**config.mk**
```make
export PLATFORM = sky130hd
export DESIGN_NAME = conv_pool_stage
export DESIGN_NICKNAME = d
export VERILOG_FILES = /design/src/rtl/conv_pool_stage.sv
export SDC_FILE = /design/constraint.sdc
export NUM_CORES = 1
export LEC_CHECK = 0
export CELL_PAD_IN_SITES_DETAIL_PLACEMENT = 1
export CELL_PAD_IN_SITES_GLOBAL_PLACEMENT = 2
export CORE_ASPECT_RATIO = 0.8
export CORE_MARGIN = 8
export CORE_UTILIZATION = 41
export CTS_CLUSTER_SIZE = 16
export DETAILED_ROUTE_END_ITERATION = 7
export HOLD_SLACK_MARGIN = 0.1
export PLACE_DENSITY = 0.84
export SETUP_SLACK_MARGIN = 0.5
export SLEW_MARGIN = 20
export SYNTH_ARGS = -nofsm -noshare
export SYNTH_HDL_FRONTEND = slang
export SYNTH_SLANG_ARGS = --single-unit
```
**constraint.sdc**
```tcl
create_clock -name clk_i -period 24.3 [get_ports clk_i]
set_clock_uncertainty 0.15 [all_clocks]
set_input_delay 2.43 -clock clk_i [delete_from_list [all_inputs] [get_ports clk_i]]
set_output_delay 2.43 -clock clk_i [all_outputs]
set_load 0.005 [all_outputs]
```
**src/rtl/conv_pool_stage.sv**
```systemverilog
// conv_pool_stage: qualifies the convolution datapath result by raster position,
// applies ReLU and 2x2/stride-2 max pooling, and emits pooled words as a
// valid-qualified stream with their raster index.
//
// state  | meaning
// -------+----------------------------------------------------------------
// IDLE   | waiting for start; no pixels counted
// STREAM | counting pixel_valid cycles; waits for index 0, aborts on a gap
// FLUSH  | two cycles draining the qualify and output stages after the last pixel
module conv_pool_stage #(
  parameter int DATA_WIDTH  = 16,
  parameter int KERNEL_SIZE = 5,
  parameter int IMAGE_SIZE  = 28,
  localparam int CONV_SIZE  = IMAGE_SIZE - KERNEL_SIZE + 1,
  localparam int POOL_SIZE  = CONV_SIZE / 2,
  localparam int IDX_W      = $clog2(POOL_SIZE * POOL_SIZE)
) (
  input  logic                  clk_i,
  input  logic                  reset_i,
  input  logic                  start_i,
  input  logic                  pixel_valid_i,
  input  logic [DATA_WIDTH-1:0] conv_in_i,
  output logic [DATA_WIDTH-1:0] out_data_o,
  output logic                  out_valid_o,
  output logic [IDX_W-1:0]      out_index_o,
  output logic                  busy_o,
  output logic                  frame_done_o,
  output logic                  frame_error_o
);

  localparam int POS_W = $clog2(IMAGE_SIZE);
  localparam int CC_W  = $clog2(CONV_SIZE);
  localparam int LB_W  = $clog2(POOL_SIZE);

  localparam logic [POS_W-1:0] POS_LAST = POS_W'(IMAGE_SIZE - 1);
  localparam logic [POS_W-1:0] POS_KM1  = POS_W'(KERNEL_SIZE - 1);
  localparam logic [IDX_W-1:0] IDX_LAST = IDX_W'(POOL_SIZE * POOL_SIZE - 1);

  typedef enum logic [1:0] {
    S_IDLE   = 2'd0,
    S_STREAM = 2'd1,
    S_FLUSH  = 2'd2
  } state_t;

  state_t             state_q, state_d;
  logic [POS_W-1:0]   row_q, row_d;
  logic [POS_W-1:0]   col_q, col_d;
  logic               flush_q, flush_d;
  logic               err_q, err_d;

  // Position of the pixel accepted this cycle and stream-control strobes.
  logic               accept;
  logic               gap;
  logic [POS_W-1:0]   pos_r;
  logic [POS_W-1:0]   pos_c;

  // Qualify stage: describes the conv result present on conv_in_i this cycle.
  logic               qv_q;
  logic [CC_W-1:0]    qcr_q;
  logic [CC_W-1:0]    qcc_q;

  logic signed [DATA_WIDTH-1:0] hold_q;
  logic signed [DATA_WIDTH-1:0] line_buf_q [POOL_SIZE];

  logic signed [DATA_WIDTH-1:0] relu_v;
  logic signed [DATA_WIDTH-1:0] pool_h;
  logic signed [DATA_WIDTH-1:0] line_rd;
  logic signed [DATA_WIDTH-1:0] pool_m;
  logic [LB_W-1:0]              lb_idx;
  logic [IDX_W-1:0]             pool_idx;
  logic                         emit;

  logic signed [DATA_WIDTH-1:0] out_data_q;
  logic                         out_valid_q;
  logic [IDX_W-1:0]             out_index_q;
  logic                         frame_done_q;

  // Frame control state register.
  always_ff @(posedge clk_i or posedge reset_i) begin
    if (reset_i) begin
      state_q <= S_IDLE;
      row_q   <= '0;
      col_q   <= '0;
      flush_q <= 1'b0;
      err_q   <= 1'b0;
    end else begin
      state_q <= state_d;
      row_q   <= row_d;
      col_q   <= col_d;
      flush_q <= flush_d;
      err_q   <= err_d;
    end
  end

  // Next-state logic: raster counting, gap detection and flush sequencing.
  always_comb begin
    state_d = state_q;
    row_d   = row_q;
    col_d   = col_q;
    flush_d = flush_q;
    err_d   = err_q;
    accept  = 1'b0;
    gap     = 1'b0;
    pos_r   = row_q;
    pos_c   = col_q;
    case (state_q)
      S_IDLE: begin
        if (start_i) begin
          err_d   = 1'b0;
          row_d   = '0;
          col_d   = '0;
          flush_d = 1'b0;
          state_d = S_STREAM;
          if (pixel_valid_i) begin
            // Start and pixel 0 in the same cycle.
            accept = 1'b1;
            pos_r  = '0;
            pos_c  = '0;
            col_d  = POS_W'(1);
          end
        end
      end
      S_STREAM: begin
        if (pixel_valid_i) begin
          accept = 1'b1;
          if (col_q == POS_LAST) begin
            col_d = '0;
            if (row_q == POS_LAST) begin
              state_d = S_FLUSH;
              flush_d = 1'b0;
            end else begin
              row_d = row_q + POS_W'(1);
            end
          end else begin
            col_d = col_q + POS_W'(1);
          end
        end else if ((row_q != '0) || (col_q != '0)) begin
          // Position (0,0) means pixel 0 not yet seen, so a low pixel_valid is a wait.
          gap     = 1'b1;
          err_d   = 1'b1;
          state_d = S_IDLE;
        end
      end
      S_FLUSH: begin
        if (flush_q) begin
          state_d = S_IDLE;
        end else begin
          flush_d = 1'b1;
        end
      end
      default: begin
        state_d = S_IDLE;
      end
    endcase
  end

  // Qualify stage: tag next cycle's conv_in with its conv coordinates.
  always_ff @(posedge clk_i or posedge reset_i) begin
    if (reset_i) begin
      qv_q  <= 1'b0;
      qcr_q <= '0;
      qcc_q <= '0;
    end else begin
      qv_q  <= accept && (pos_r >= POS_KM1) && (pos_c >= POS_KM1);
      qcr_q <= CC_W'(pos_r - POS_KM1);
      qcc_q <= CC_W'(pos_c - POS_KM1);
    end
  end

  // ReLU and the two-level max tree for the pool window.
  always_comb begin
    relu_v   = conv_in_i[DATA_WIDTH-1] ? '0 : $signed(conv_in_i);
    pool_h   = (relu_v > hold_q) ? relu_v : hold_q;
    lb_idx   = qcc_q[CC_W-1:1];
    line_rd  = line_buf_q[lb_idx];
    pool_m   = (line_rd > pool_h) ? line_rd : pool_h;
    pool_idx = IDX_W'(qcr_q[CC_W-1:1]) * IDX_W'(POOL_SIZE) + IDX_W'(lb_idx);
    // A result still in flight when the stream breaks belongs to the discarded frame.
    emit     = qv_q && qcc_q[0] && qcr_q[0] && !gap;
  end

  // Horizontal pair holding register and the per-pool-column line buffer.
  always_ff @(posedge clk_i or posedge reset_i) begin
    if (reset_i) begin
      hold_q <= '0;
      for (int i = 0; i < POOL_SIZE; i++) begin
        line_buf_q[i] <= '0;
      end
    end else if (qv_q) begin
      if (!qcc_q[0]) begin
        hold_q <= relu_v;
      end else if (!qcr_q[0]) begin
        line_buf_q[lb_idx] <= pool_h;
      end
    end
  end

  // Output register: data and index hold between strobes.
  always_ff @(posedge clk_i or posedge reset_i) begin
    if (reset_i) begin
      out_valid_q  <= 1'b0;
      out_data_q   <= '0;
      out_index_q  <= '0;
      frame_done_q <= 1'b0;
    end else begin
      out_valid_q  <= emit;
      frame_done_q <= emit && (pool_idx == IDX_LAST);
      if (emit) begin
        out_data_q  <= pool_m;
        out_index_q <= pool_idx;
      end
    end
  end

  assign out_data_o    = out_data_q;
  assign out_valid_o   = out_valid_q;
  assign out_index_o   = out_index_q;
  assign frame_done_o  = frame_done_q;
  assign frame_error_o = err_q;
  // The last output lands in the second flush cycle, where busy is already released.
  assign busy_o        = (state_q != S_IDLE) && !frame_done_q;

endmodule

```
==> results.cfg, run 1 <==
[status]
status = completed

[routing]
drt-met1-wl_um = 15900
drc = 0
drt-total-wl_um = 32600
ant_nets = 0
wl_met2_um = 14500
top_layer = met4
route.detailed.wl_per_inst_um = 20.6
viasPerCell = 5.54
drt-initial-drc-count = 393
wl_met3_um = 1840
vias = 8766
dr.pass1.iters = 4

[clock_tree]
htree_levels = 1
cts_setup_buffers = 0
ctsResizeCount = 0
clock_sinks = 245
clk_pin_slew_worst_paths_ps = 60
cts_hold_buf = 0
cts-buffers-inserted = 27
root_buffer = clkbuf_16
clock_latency_ps = 540
cts.path.max_buffers = 3
cts_tree = done

[timing]
relSlewSlack_pct = 30.7
drv_slew = 0
setup_viol = 0
tns_ps = 0
worst_pin_slew_ps = 1040
finalCritPeriodShare_pct = 32.4
rsz0062_at_grt = no
max_freq_ghz = 0.127
layout_min_cycle_time_ps = 7880
hold_viol = 0

[global_routing]
grt_pass1_vias = 9271
gr-usage-all-layers_pct = 18.6
grt_pass1_wl_um = 52800
antenna_found_initial = 0
grt_max_degree = 103
overflow = 0

[place]
placed_cell_area_um2 = 12900
gp_congestion = 0.801
portBuffers = 46
dp_hpwl_um = 20900

[floorplanning]
core-area_um2 = 29100
rows = 56
die_area_um2 = 35200
die_x_um = 208
die_h_um = 169
pin_count = 48
start_util_pct = 41.4

[setup_path]
arrival_ps = 8150
startpoint_type = primary input
critPathMaxFanout = 28
cp_data_required_time_ps = 24570
worstSetupEndpointType = flip-flop
crit_type = primary input to flip-flop

[finish]
insertedDiodeCount = 0
fin_nets = 1250
layout_commonest_cell = dfrtp_1
final_cell_mix = dfrtp_1, nor2_1, a21oi_1
synthToLayoutAreaGrowth_pct = 14.2
drive_gt1_share_pct = 13.5
final_area_um2 = 13800

[synth]
ys_seq_area_share_pct = 50.9
ys_ff_latch = 245
synth-edff-count = 0
syn_nets = 1235
syn_area_um2 = 12100
synthCells = 1172
syn_area_per_cell_um2 = 10.3
yosys_warnings = 0
async_flop_share_pct = 100
ys.flop_type = dfrtp_1
yosysUniqueCellTypes = 68

[flow_run]
maxCapViolCount = 0

[pwr]
leakage_uw = 0.00576
peakVddDrop_mv = 0.0735
power_uw = 1310
power_density_nw_per_um2 = 95.2

[worst_hold_path]
hp-class = flip-flop to flip-flop
[logic make-up after synthesis]
| logic type | Yosys count | share of synthesized area (%) |
|---|---|---|
| other | 1 | 0.0311 |
| multiplexers | 84 | 11.8 |
| AND/OR/NAND/NOR | 344 | 12.3 |
| flip-flops | 245 | 50.9 |
| adder cells (fa/ha/maj) | 43 | 4.59 |
| AO/OA/AOI/OAI | 314 | 15.3 |
| XOR/XNOR | 11 | 0.799 |
| buffers and inverters | 130 | 4.39 |
[state kept, by name, indices dropped and copies added (netlist names)]
name,cells
line_buf_q,180
hold_q,15
out_data_o,15
out_index_o,8
col_q,5
qcc_q,5
qcr_q,5
row_q,5
state_q,2
flush_q,1
frame_done_o,1
frame_error_o,1
out_valid_o,1
qv_q,1
[critical path, cell delays in order]
cell	delay (ps)
clkdlybuf4s50_1	870
nor2b_1	170
ha_1	330
a21o_1	180
a221o_1	340
a211o_1	340
o22ai_4	670
mux2i_1	270
buf_4	240
ha_1	280
a21o_1	200
a21o_1	170
a211oi_1	230
o21ai_0	280
nand2b_1	210
a2bb2oi_4	570
a31o_2	290
o21ai_1	70
[where the power goes]
part,leakage [uW],internal (uW),total (uW),switching [uW]
clock network,0.000434,244,409,165
logic,0.00293,156,436,280
registers,0.00240,432,464,32.3
total,0.00576,832,1310,477
[stage by stage]
stage          utilization (%)  cells  worst slack, ps  hold slack (ps)
4_1_cts                   47.2   1582            16160              331
3_3_place_gp              44.1   1535            15880              307
5_1_grt                   47.2   1582            16020              356
3_5_place_dp              44.1   1535            15620              317
2_1_floorplan                -   1172            14990              295
6_report                  47.2   1582            16420              325
[worst paths after layout]
kind | startpoint | end | slack, ps | depth (start not counted)
setup / recovery | conv_in_i[15] | out_data_o[9]$_DFFE_PP0P_ | 16420 | 18
hold / removal | line_buf_q[75]$_DFFE_PP0P_ | line_buf_q[75]$_DFFE_PP0P_ | 320 | 2
setup reg to reg | hold_q[6]$_DFFE_PP0P_ | out_data_o[9]$_DFFE_PP0P_ | 18980 | 17
hold reg to reg | line_buf_q[75]$_DFFE_PP0P_ | line_buf_q[75]$_DFFE_PP0P_ | 320 | 2
max in group asynchronous | reset_i | qcc_q[1]$_DFF_PP0_ | 19650 | 4
min in group asynchronous | reset_i | line_buf_q[122]$_DFFE_PP0P_ | 2250 | 2
[area by class of cell]
type	instances	area, um2
well taps	377	472
flip-flops and latches	245	6140
multi-input cells	797	5440
clock buffers	43	836
clock inverters	4	51.3
fillers	3199	15400
inverters	45	176
repair buffers	71	652
[synth_stat cells, drive strengths merged, types with 3 or more instances]
| master | n | area share [%] |
|---|---|---|
| nand3 | 15 | 0.62 |
| o211ai | 5 | 0.31 |
| mux4 | 45 | 8.4 |
| o22ai | 16 | 0.94 |
| and3 | 4 | 0.21 |
| mux2i | 26 | 2.2 |
| a31o | 14 | 1.0 |
| o21ai | 115 | 5.1 |
| nand2b | 10 | 0.52 |
| dfrtp | 245 | 51 |
| ha | 41 | 4.3 |
| a21oi | 136 | 5.7 |
| nand3b | 3 | 0.19 |
| nor3 | 8 | 0.33 |
| a21o | 6 | 0.37 |
| clkbuf | 64 | 2.0 |
| xnor2 | 5 | 0.36 |
| nand4 | 6 | 0.31 |
| nand2 | 125 | 3.9 |
| buf | 21 | 1.0 |
| mux2 | 13 | 1.2 |
| nor2b | 18 | 0.93 |
| xor2 | 6 | 0.44 |
| nor2 | 140 | 4.4 |
| inv | 44 | 1.4 |
[routing by layer]
layer | vias up | GRT usage (%)
met5 | - | 0.413
met2 | 164 | 28.9
met3 | 31 | 3.65
li1 | 4115 | -
met4 | 0 | 3.30
met1 | 4456 | 27.1
Note: power is estimated with default switching activity, not from simulation.
==> run 2: changes to the inputs <==
--- a/config.mk
+++ b/config.mk
@@ -9,11 +9,11 @@
 export CELL_PAD_IN_SITES_GLOBAL_PLACEMENT = 2
 export CORE_ASPECT_RATIO = 0.8
 export CORE_MARGIN = 8
-export CORE_UTILIZATION = 41
+export CORE_UTILIZATION = 40
 export CTS_CLUSTER_SIZE = 16
 export DETAILED_ROUTE_END_ITERATION = 7
 export HOLD_SLACK_MARGIN = 0.1
-export PLACE_DENSITY = 0.84
+export PLACE_DENSITY = 0.82
 export SETUP_SLACK_MARGIN = 0.5
 export SLEW_MARGIN = 20
 export SYNTH_ARGS = -nofsm -noshare
==> constraint.sdc (replaced) <==
create_clock -name clk_i -period 7.6 [get_ports clk_i]
set_clock_uncertainty 0.15 [all_clocks]
set_input_delay 0.76 -clock clk_i [delete_from_list [all_inputs] [get_ports clk_i]]
set_output_delay 0.76 -clock clk_i [all_outputs]
set_load 0.005 [all_outputs]
==> results.cfg, run 2 (synthesis results as in run 1) <==
[timing]
relSlewSlack_pct = 38.4
finalCritPeriodShare_pct = 80.6
rsz0062_at_grt = no
worst_pin_slew_ps = 924
tns_ps = 0
hold_viol = 0
drv_slew = 0
max_freq_ghz = 0.163
layout_min_cycle_time_ps = 6130
setup_viol = 0

[clock_tree]
cts-buffers-inserted = 27
cts_setup_buffers = 0
cts_hold_buf = 0
clock_sinks = 245
htree_levels = 1
clock_latency_ps = 540
root_buffer = clkbuf_16
cts_tree = done
clk_pin_slew_worst_paths_ps = 60
cts.path.max_buffers = 3
ctsResizeCount = 0

[global_routing]
antenna_found_initial = 1
grt_pass1_vias = 9261
overflow = 0
gr-usage-all-layers_pct = 18.7
grt_pass1_wl_um = 53300
grt_max_degree = 155

[routing]
route.detailed.wl_per_inst_um = 20.3
vias = 8790
drc = 0
dr.pass1.iters = 7
drt-initial-drc-count = 579
viasPerCell = 5.42
drt-total-wl_um = 32900
ant_nets = 0

[pwr]
leakage_uw = 0.00579
power_density_nw_per_um2 = 307
power_uw = 4250
peakVddDrop_mv = 0.187

[setup_path]
slowest_stage = clkdlybuf4s50_1
startpoint_type = primary input
crit_start = conv_in_i[15]
path_cells = clkdlybuf4s50_1 -> nor2b_1 -> ha_1 -> a21o_1 -> a221o_1 -> a211o_1 -> o22ai_4 -> mux2i_1 -> buf_4 -> ha_1 -> a21o_1 -> a21o_1 -> a211oi_1 -> o21ai_0 -> nand2b_1 -> a2bb2oi_4 -> a31o_2 -> o21ai_1
rr_endpoint = out_data_o[11]$_DFFE_PP0P_
endpoint = out_data_o[11]$_DFFE_PP0P_
crit_type = primary input to flip-flop
critPathMaxFanout = 28
rr_startpoint = hold_q[6]$_DFFE_PP0P_
cp_data_required_time_ps = 7870
reg2regPathDepth = 17
max_stage_delay_ps = 730
r2r_slack_ps = 2350
arrival_ps = 6400
cp_common_cell = a21o_1
worstSetupEndpointType = flip-flop

[floorplanning]
die_h_um = 171
die_area_um2 = 36000
start_util_pct = 40.1
pin_count = 48
die_x_um = 210
rows = 57
core-area_um2 = 30000

[status]
status = completed

[place]
gp_congestion = 0.749
numPlacedInstances = 1574
dp_hpwl_um = 20900
portBuffers = 46

[finish]
drive_gt1_share_pct = 13.4
largest-register = line_buf_q
insertedDiodeCount = 0
largest_reg_flops = 180
final_cell_mix = dfrtp_1, nor2_1, a21oi_1
utilization_pct = 46.2
fin_nets = 1253
layout_commonest_cell = dfrtp_1
final_cells = 1621
synthToLayoutAreaGrowth_pct = 15.1

[worst_hold_path]
hp-class = flip-flop to flip-flop

[flow_run]
maxCapViolCount = 0
run 2: changes by cell type in the layout (fill, tap and decap cells not counted), moves of 2 or more:
cell,previous run,this run
clkbuf_8,10,5
bufinv_16,1,4
nor2_2,6,3
nor2_4,0,3
buf_4,24,26
clkbuf_1,6,8
clkinv_2,1,3
run 2: cell type report:
type,instances,area (um2)
Inverter,45,173
Fill cell,3317,16200
Multi-Input combinational cell,797,5450
Clock inverter,7,135
Clock buffer,40,774
Sequential cell,245,6140
Tap cell,413,517
Timing Repair Buffer,74,687
run 2: report_power, final:
group	total, uW	internal [uW]	switching, uW	leakage (uW)
Clock	1370	834	534	0.000446
Sequential	1520	1380	136	0.00240
Combinational	1370	506	863	0.00294
run 2: worst min path at each step:
stage	from	cells after the start	slack, ps	endpoint
finish	line_buf_q[72]$_DFFE_PP0P_	2	330	line_buf_q[72]$_DFFE_PP0P_
detailed placement	line_buf_q[68]$_DFFE_PP0P_	2	320	line_buf_q[68]$_DFFE_PP0P_
floorplan	line_buf_q[80]$_DFFE_PP0P_	2	290	line_buf_q[80]$_DFFE_PP0P_
global placement	line_buf_q[66]$_DFFE_PP0P_	2	310	line_buf_q[66]$_DFFE_PP0P_
global route	line_buf_q[74]$_DFFE_PP0P_	2	350	line_buf_q[74]$_DFFE_PP0P_
CTS	line_buf_q[68]$_DFFE_PP0P_	2	330	line_buf_q[68]$_DFFE_PP0P_
run 2: critical path: cells and delay by family:
family | cells | cell delay [ps]
and+or+nand+nor | 2 | 550
AOI/OAI and AO/OA | 11 | 3280
buffers and inverters | 2 | 960
adders and majority gates | 2 | 560
muxes | 1 | 270
run 2: metrics by stage:
| step | setup slack, ps | hold WS, ps | instance area [um2] |
|---|---|---|---|
| final | 1470 | 328 | 13900 |
| after global routing | 997 | 353 | 13900 |
| after CTS | 1460 | 331 | 13900 |
| after detailed placement | 922 | 316 | 13000 |
| after global placement | 1090 | 306 | 13000 |
| after floorplan | 2240 | 295 | 12100 |
run 2: metal layers:
| metal | share of wire, % | up-vias | routed length (um) | global-route usage [%] |
|---|---|---|---|---|
| met5 | 0 | - | 0 | 0 |
| met4 | 1.3 | 0 | 443 | 3.18 |
| met3 | 5.8 | 31 | 1910 | 2.99 |
| met2 | 45 | 133 | 14800 | 29.8 |
| met1 | 48 | 4507 | 15800 | 27.2 |
| li1 | - | 4119 | - | - |
==> run 3: changes to the inputs <==
==> constraint.sdc (replaced) <==
create_clock -name clk_i -period 6 [get_ports clk_i]
set_clock_uncertainty 0.15 [all_clocks]
set_input_delay 0.6 -clock clk_i [delete_from_list [all_inputs] [get_ports clk_i]]
set_output_delay 0.6 -clock clk_i [all_outputs]
set_load 0.005 [all_outputs]
==> results.cfg, run 3 (synthesis results as in run 1) <==
[floorplanning]
die_area_um2 = 36000
core-area_um2 = 30000
die_x_um = 210
start_util_pct = 40.1
rows = 57
pin_count = 48
die_h_um = 171

[global_routing]
overflow = 0
grt_pass1_wl_um = 53000
grt_max_degree = 121
grt_pass1_vias = 9439
antenna_found_initial = 0
gr-usage-all-layers_pct = 18.5

[timing]
hold_slack_ps = 329
max_freq_ghz = 0.189
drv_slew = 0
hold_viol = 0
finalCritPeriodShare_pct = 88.4
setup_viol = 0
layout_min_cycle_time_ps = 5300
tns_ps = 0
worst_pin_slew_ps = 1000
relSlewSlack_pct = 33.3
rsz0062_at_grt = no

[finish]
multi_input_area_um2 = 5470
synthToLayoutAreaGrowth_pct = 16.2
nFillCells = 3320
insertedDiodeCount = 0
largest_reg_flops = 180
seqCellArea_um2 = 6140
largest-register = line_buf_q
fin_nets = 1265
final_cells = 1636
layout_commonest_cell = dfrtp_1
drive_gt1_share_pct = 14.5
final_cell_mix = dfrtp_1, nor2_1, a21oi_1

[setup_path]
arrival_ps = 5620
max_stage_delay_ps = 470
startpoint_type = primary input
slowest_stage = clkdlybuf4s50_1
cp_data_required_time_ps = 6320
crit_start = conv_in_i[15]
critPathMaxFanout = 14
worstSetupEndpointType = flip-flop
path_cells = clkdlybuf4s50_1 -> nor2b_1 -> ha_1 -> a21o_1 -> a221o_1 -> a211o_1 -> o22ai_4 -> buf_4 -> mux2i_1 -> buf_4 -> ha_1 -> nor2b_1 -> o21ai_0 -> a32oi_1 -> nor2_1 -> a221oi_2 -> o21ai_2 -> a31o_2 -> o21ai_1
rr_startpoint = hold_q[6]$_DFFE_PP0P_
crit_type = primary input to flip-flop

[clock_tree]
cts.path.max_buffers = 3
clock_sinks = 245
root_buffer = clkbuf_16
htree_levels = 1
cts-buffers-inserted = 27
clock_latency_ps = 540
cts_tree = done
clk_pin_slew_worst_paths_ps = 70
cts_hold_buf = 0

[pwr]
peakVddDrop_mv = 0.233
leakage_uw = 0.00586
power_density_nw_per_um2 = 397

[flow_run]
maxCapViolCount = 0

[routing]
viasPerCell = 5.43
drt-total-wl_um = 32900
route.detailed.wl_per_inst_um = 20.1
vias = 8878
drc = 0
drt-initial-drc-count = 419
ant_nets = 0
dr.pass1.iters = 4

[place]
gp_congestion = 0.818
portBuffers = 46
numPlacedInstances = 1582
dp_hpwl_um = 21500

[status]
status = completed

[worst_hold_path]
hp-class = flip-flop to flip-flop
hold_start = line_buf_q[94]$_DFFE_PP0P_
-- run 3: changes by cell type in the layout (fill, tap and decap cells not counted), moves of 2 or more --
cell    delta
inv_6      +2
buf_4      +7
nor2_4     -3
buf_12     +4
nor2_2     +3
-- run 3: report_power, final --
part           internal [uW]  switching [uW]  total, uW
combinational            772            1160       1930
sequential              1750             169       1920
clock                   1020             693       1720
-- run 3: metal layers --
metal  track usage (%)  vias to the layer above  share of wire (%)
met2              28.8                      161                 45
met3              3.26                       43                5.6
met5                 0                        -                  0
met1              26.9                     4527                 48
li1                  -                     4147                  -
met4              3.92                        0                1.6
-- run 3: stage by stage --
step	power, uW	setup slack [ps]	util [%]	instance area [um2]
3_5_place_dp	3720	86.8	43.4	13000
5_1_grt	5850	508	46.7	14000
2_1_floorplan	3130	801	-	12100
3_3_place_gp	3670	299	43.4	13000
4_1_cts	5460	654	46.4	13900
6_report	5560	695	46.7	14000
-- run 3: final cells by class --
| type | instances | area share (%) |
|---|---|---|
| flip-flops and latches | 245 | 43.8 |
| well taps | 413 | 3.69 |
| multi-input cells | 799 | 39.0 |
| inverters | 45 | 1.23 |
| clock buffers | 40 | 5.53 |
| clock inverters | 10 | 0.965 |
| repair buffers | 84 | 5.77 |
-- run 3: repair_timing --
item	CTS	global route
gates resized for setup	0	2
buffers inserted	0	2
setup endpoints to repair	0	14
-- run 3: final timing paths --
path	endpoint	cells after the start	slack (ps)
max reg2reg	out_data_o[9]$_DFFE_PP0P_	18	1050
min	line_buf_q[94]$_DFFE_PP0P_	2	330
min in group asynchronous	line_buf_q[106]$_DFFE_PP0P_	3	460
min reg2reg	line_buf_q[94]$_DFFE_PP0P_	2	330
max in group asynchronous	hold_q[2]$_DFFE_PP0P_	3	4500
max	out_data_o[9]$_DFFE_PP0P_	19	700
-- run 3: worst max-delay path, delay by kind of cell --
family | cells | cell delay, ps
mux | 1 | 260
compound gates | 10 | 2720
buf+inv | 3 | 1030
fa+ha+maj | 2 | 500
simple gates | 3 | 500
